## config.mk

```make
export PLATFORM = sky130hd
export DESIGN_NAME = wb_stage_pipe
export DESIGN_NICKNAME = d
export VERILOG_FILES = /design/src/rtl/wb_stage_pipe.sv
export SDC_FILE = /design/constraint.sdc
export NUM_CORES = 1
export LEC_CHECK = 0
export ABC_AREA = 1
export CAP_MARGIN = 20
export CORE_ASPECT_RATIO = 0.7
export CORE_UTILIZATION = 43
export DETAILED_ROUTE_END_ITERATION = 10
export PLACE_DENSITY = 0.94
export SKIP_LAST_GASP = 1
export SYNTH_ARGS = -nofsm -noshare
export SYNTH_HDL_FRONTEND = slang
export SYNTH_SLANG_ARGS = --single-unit
```

## constraint.sdc

```tcl
create_clock -name clk -period 1.9 [get_ports clk]
set_input_delay 0.38 -clock clk [delete_from_list [all_inputs] [get_ports clk]]
set_output_delay 0.38 -clock clk [all_outputs]
set_load 0.1 [all_outputs]
```

## src/rtl/wb_stage_pipe.sv

```systemverilog
// ============================================================================
// Module   : wb_stage_pipe
// Purpose  : Registered MEM/WB stage with big-endian sub-word load extraction
//            and register-file write port drive. Optional macro WB_LINK_EN
//            adds the jal/jalr link-address writeback source.
// Revision : 1.0 - initial release
// ============================================================================
`default_nettype none

module wb_stage_pipe #(
    parameter int DATA_W     = 32,
    parameter int REG_ADDR_W = 5,
    parameter int OFS_W      = $clog2(DATA_W / 8)
) (
    input  logic                  clk,
    input  logic                  rst,
    input  logic                  stall,
    input  logic                  flush,
    input  logic                  in_valid,
    input  logic                  in_reg_write,
    input  logic                  in_mem_to_reg,
    input  logic [1:0]            in_load_size,
    input  logic                  in_load_unsigned,
    input  logic [OFS_W-1:0]      in_addr_ofs,
    input  logic [DATA_W-1:0]     in_read_data,
    input  logic [DATA_W-1:0]     in_alu_result,
`ifdef WB_LINK_EN
    input  logic                  in_link,
    input  logic [DATA_W-1:0]     in_pc_plus4,
`endif
    input  logic [REG_ADDR_W-1:0] in_write_reg,
    output logic                  wb_valid,
    output logic                  reg_write,
    output logic [REG_ADDR_W-1:0] write_reg,
    output logic [DATA_W-1:0]     write_data
);

    localparam logic [1:0] c_SIZE_BYTE = 2'd0;
    localparam logic [1:0] c_SIZE_HALF = 2'd1;
    localparam logic [1:0] c_SIZE_WORD = 2'd2;

    logic [OFS_W-1:0]      w_ofsSel;
    logic [DATA_W-1:0]     w_shifted;
    logic [7:0]            w_field8;
    logic [15:0]           w_field16;
    logic [31:0]           w_field32;
    logic [DATA_W-1:0]     w_loadData;
    logic [DATA_W-1:0]     w_selData;
    logic                  w_regWrite;

    logic                  r_wbValid;
    logic                  r_regWrite;
    logic [REG_ADDR_W-1:0] r_writeReg;
    logic [DATA_W-1:0]     r_writeData;

    // Misaligned offsets align down to the access size; full-width ignores it.
    always_comb begin
        w_ofsSel = '0;
        case (in_load_size)
            c_SIZE_BYTE: w_ofsSel = in_addr_ofs;
            c_SIZE_HALF: w_ofsSel = in_addr_ofs & ~OFS_W'(1);
            c_SIZE_WORD: w_ofsSel = in_addr_ofs & ~OFS_W'(3);
            default:     w_ofsSel = '0;
        endcase
    end

    // Big-endian: byte at offset a moves to the top of the word.
    assign w_shifted = in_read_data << {w_ofsSel, 3'b000};
    assign w_field8  = w_shifted[DATA_W-1 -: 8];
    assign w_field16 = w_shifted[DATA_W-1 -: 16];
    assign w_field32 = w_shifted[DATA_W-1 -: 32];

    always_comb begin
        w_loadData = in_read_data;
        case (in_load_size)
            c_SIZE_BYTE: w_loadData = in_load_unsigned ? DATA_W'(w_field8)
                                                       : DATA_W'($signed(w_field8));
            c_SIZE_HALF: w_loadData = in_load_unsigned ? DATA_W'(w_field16)
                                                       : DATA_W'($signed(w_field16));
            c_SIZE_WORD: w_loadData = in_load_unsigned ? DATA_W'(w_field32)
                                                       : DATA_W'($signed(w_field32));
            default:     w_loadData = in_read_data;
        endcase
    end

`ifdef WB_LINK_EN
    always_comb begin
        w_selData = in_mem_to_reg ? w_loadData : in_alu_result;
        if (in_link) begin
            w_selData = in_pc_plus4;
        end
    end
`else
    assign w_selData = in_mem_to_reg ? w_loadData : in_alu_result;
`endif

    assign w_regWrite = in_valid & in_reg_write & (in_write_reg != '0);

    always_ff @(posedge clk) begin
        if (rst) begin
            r_wbValid   <= 1'b0;
            r_regWrite  <= 1'b0;
            r_writeReg  <= '0;
            r_writeData <= '0;
        end else if (flush) begin
            r_wbValid   <= 1'b0;
            r_regWrite  <= 1'b0;
        end else if (!stall) begin
            r_wbValid   <= in_valid;
            r_regWrite  <= w_regWrite;
            r_writeReg  <= in_write_reg;
            r_writeData <= w_selData;
        end
    end

    assign wb_valid   = r_wbValid;
    assign reg_write  = r_regWrite;
    assign write_reg  = r_writeReg;
    assign write_data = r_writeData;

endmodule

`default_nettype wire

```

# Yosys cells after proc, flatten, opt, wreduce, memory -nomap -nowiden
# Index checks and enable logic that the tools add are counted.
[totals]
mem_count = 0
latchBits = 0
mem_bits_ro = 0
mem_bits_rw = 0
wordCells = 20
output_inout_bits = 39
regBits = 39
[op_classes]
reduce_logical = 4
eq_ne = 2
add_sub_neg = 0
bitwise_logic = 4
n_lt_le_gt_ge = 0
n_mul = 0
n_shift = 1
div_mod_pow = 0
mux = 5
[op_table]
columns = ["op", "count"]
rows = [
  ["$mux 32", 3],
  ["$pmux 32 s3", 1],
  ["$shl 32x5->32", 1],
  ["$reduce_bool 5->1", 1],
  ["$pmux 2 s2", 1],
  ["$and 1x1->1", 2],
  ["$eq 2x1->1 const B", 1],
  ["$eq 2x2->1 const B", 1],
  ["$logic_not 2->1", 1],
  ["$not 1->1", 2],
  ["$reduce_and 2->1", 1],
  ["$reduce_or 2->1", 1],
]

# Longest topological paths before layout
[depth]
ltp_word = 6
ltp_mapped = 12
mapped_depth_nobuf = 10

# Worst setup path before layout
# Ideal clock, no wire load.
[synth_timing]
path_type = "input -> register"
from = "input port in_load_size[0]"
to = "register r_writeData[17], in the netlist write_data[17]"
setup_time_ns = 0.128
path_buffers = 1
arrival_time_ns = 1.425
path_slack_ns = 0.347
required_ns = 1.772
path_stages = 11
cell_sequence = "buf_2 -> nor2_4 -> nand2_4 -> nand2_1 -> nand3_1 -> nand3_2 -> nand2_4 -> inv_2 -> nand3_1 -> nand2_1 -> a21oi_1"
[synth_via]
elab_chain_cells = 6
word_cells_on_any_way = 9
[synth_rtl]
columns = ["item", "line", "rtl"]
rows = [
  ["start: declaration", "22", "input logic [1:0] in_load_size,"],
  ["$eq 2x1->1 or $logic_not 2->1 (tied branches)", "59, 75", ""],
  ["$pmux 2 s2", "59", "case (in_load_size)"],
  ["$shl 32x5->32", "68", "assign w_shifted = in_read_data << {w_ofsSel, 3'b000};"],
  ["$mux 32, on equally long branches", "78, 76", ""],
  ["$pmux 32 s3 (*)", "75", "case (in_load_size)"],
  ["$mux 32 (*)", "94", "assign w_selData = in_mem_to_reg ? w_loadData : in_alu_result;"],
  ["end signal: assignment", "112", "r_writeData <= w_selData;"],
  ["end: declaration", "54", "logic [DATA_W-1:0] r_writeData;"],
]
# Mark *: on every way between the ends. The rest lies on a longest branch, timed or not.
# A chain may end at the register's enable or synchronous reset.

# Final worst setup path
[layout_timing]
from = "input port in_load_size[1]"
to = "register r_writeData[19], in the netlist write_data[19]"
# The elaborated chain is that of the path after synthesis.

==> impl_metrics.env <==
export IMPL_outcome="finished, final reports clean"
export IMPL_worst_slew_pin_slew_ps=333
export IMPL_ys_ff_latch=39
export IMPL_dp_hpwl_mm=8.68
export IMPL_postSynthCellCount=453
export IMPL_setup_ws_ps=108
export IMPL_crit_top_cell="inv_2"
export IMPL_power_mw=2.87
export IMPL_largest_reg_flops=32
export IMPL_syn_area_per_cell_um2=6.06
export IMPL_grt_max_degree=38
export IMPL_rsz0062_at_grt="false"
export IMPL_arrival_ps=2020
export IMPL_wl_met2_mm=5.12
export IMPL_hp_class="reg2reg"
export IMPL_num_vias=3829
export IMPL_initial_utilization_pct=46.3
export IMPL_max_freq_mhz=558
export IMPL_drt_wl_total_mm=11.4
export IMPL_synth_nets=534
export IMPL_route_met3_wl_mm=1.25
export IMPL_gp_congestion=0.980
export IMPL_path_clk_slew_ps=80
export IMPL_path_class="in2reg"
export IMPL_top_layer_used="met4"
export IMPL_cts_tree="done"
export IMPL_finClkSkew_ps=0
export IMPL_dieArea_um2=6710
export IMPL_slew_violations=0
export IMPL_htreeDepth=2
export IMPL_yosys_top_cells_area="dfxtp_1 28%, nand2_1 15%, nand3_1 13%"
export IMPL_design_area_um2=4330
export IMPL_finalCritPeriodShare_pct=94.3
export IMPL_die_y_um=68.9
export IMPL_fin_nets=676
export IMPL_ctsRootBufferMaster="clkbuf_8"
export IMPL_ys_warn_count=0
export IMPL_cp_end_kind="flip-flop"
export IMPL_slowest_stage="dlygate4sd2_1"
export IMPL_placed_area_um2=4200
export IMPL_drive_above_1_share_pct=18.8
export IMPL_yosys_area_top_type="dfxtp_1"
export IMPL_drtIter0Drc=418
export IMPL_layout_commonest_cell="nand2_1"
export IMPL_timing_final_crit_period_ps=1790
export IMPL_dpl_worst_slack_ps=-446
export IMPL_detail_route_first_pass_iterations=6
export IMPL_core_area_um2=5930
export IMPL_layout_common_cells="113 x nand2_1, 79 x buf_4, 77 x clkdlybuf4s50_1"
export IMPL_drc=0
export IMPL_grt_pass1_vias=3629
export IMPL_antenna_found_initial=0
export IMPL_ios=120
export IMPL_synth_cell_types=26
export IMPL_timing_hold_ws_ps=462
export IMPL_cts_buffers=5
export IMPL_cap_violations=0
export IMPL_peakVddDrop_v=0.000451
export IMPL_pwr_density_cell_nw_per_um2=663
export IMPL_worstPathRequired_ps=2120
export IMPL_met1_length_mm=4.77
export IMPL_globalRouteOverflowTotal=0
export IMPL_area_growth_synth_to_final_pct=57.6
export IMPL_hold_viol_final=0
export IMPL_insertion_delay_ps=300
export IMPL_yosysSeqAreaShare_pct=28.4
export IMPL_worstPathMaxFanout=8
export IMPL_wire_per_inst_um=17.0
export IMPL_rows=23
export IMPL_startpoint_type="primary input"
export IMPL_placedCellCount=662
export IMPL_grt_pass1_wl_mm=18.0
export IMPL_fin_util_pct=73.0
export IMPL_cts_hold_buffers=0
export IMPL_cts_max_path_buffers=2
export IMPL_setup_viol=0
export IMPL_grt_total_usage_pct=34.5
export IMPL_drtAntennaViolNets=0
export IMPL_place_port_buffers=119
export IMPL_leakagePower_nw=2.04
export IMPL_n_antenna_cell=0
export IMPL_viasPerCell=5.71
export IMPL_die_w_um=97.5
export IMPL_stdcell_count=671
export IMPL_setup_tns_ps=0
export IMPL_synth_top_area_share_pct=28.4
export IMPL_cts_sinks=39
export IMPL_slew_headroom_pct=77.7
export IMPL_slowest_delay_ps=350
export IMPL_crit_chain="dlygate4sd2_1, buf_4, inv_2, nand2_4, inv_2, nand3_2, buf_4, nand3_2, nand2_4, inv_2, nand3_1, nand2_1, a21oi_1"
export IMPL_fillers=478
export IMPL_syn_cell_area_um2=2750
-- metal layers --
metal | track usage [%] | up-vias
met5 | 0 | -
met4 | 12.7 | 0
met3 | 6.15 | 26
met2 | 58.0 | 269
met1 | 45.4 | 1702
li1 | - | 1832
-- cell usage after synthesis (all sizes together) --
cell / n
a31oi: 2
a21o: 1
inv: 29
o22ai: 7
dfxtp: 39
nand4: 10
o211ai: 8
o21ai: 44
nor2: 21
clkbuf: 16
nand3: 74
buf: 14
or2: 5
a21oi: 66
nand3b: 1
nand2: 116
-- final cells by class --
class	count	area (um^2)	share of cell area, %
Clock buffer	6	82.6	1.91
Timing Repair Buffer	165	1510	35.0
Clock inverter	2	35.0	0.810
Inverter	29	109	2.52
Tap cell	75	93.8	2.17
Multi-Input combinational cell	355	1710	39.6
Sequential cell	39	781	18.0
-- worst max-delay path, delay by kind of cell --
family	cells	cell delay (ps)
AOI/OAI and AO/OA	1	150
buffers and inverters	6	850
and+or+nand+nor	6	620
-- power by group --
part	total, mW	switching (mW)	internal [mW]
clock	0.748	0.323	0.425
sequential	0.907	0.0349	0.872
combinational	1.21	0.796	0.416
total	2.87	1.15	1.71
-- kinds of logic after synthesis --
logic type,after synthesis,synth area share (%)
buffers and inverters,59,9.30
AND/OR/NAND/NOR,227,37.7
AO/OA/AOI/OAI,128,24.6
flip-flops,39,28.4
-- worst paths after layout --
| check | depth (start not counted) | to | slack [ps] | from |
|---|---|---|---|---|
| setup / recovery | 13 | write_data[19]$_SDFFE_PP0P_ | 110 | in_load_size[1] |
| setup reg to reg | 2 | write_data[5]$_SDFFE_PP0P_ | 1050 | write_data[5]$_SDFFE_PP0P_ |
| hold reg to reg | 2 | reg_write$_SDFFE_PP0N_ | 460 | reg_write$_SDFFE_PP0N_ |
| hold / removal | 2 | reg_write$_SDFFE_PP0N_ | 460 | reg_write$_SDFFE_PP0N_ |
-- repair_timing --
action,in CTS,in global routing
pin swaps,1,0
buffers inserted,1,0
gates cloned,0,0
endpoints found under the setup margin,18,16
resized for setup,2,1
No activity file was read; power rests on OpenSTA's default activity.
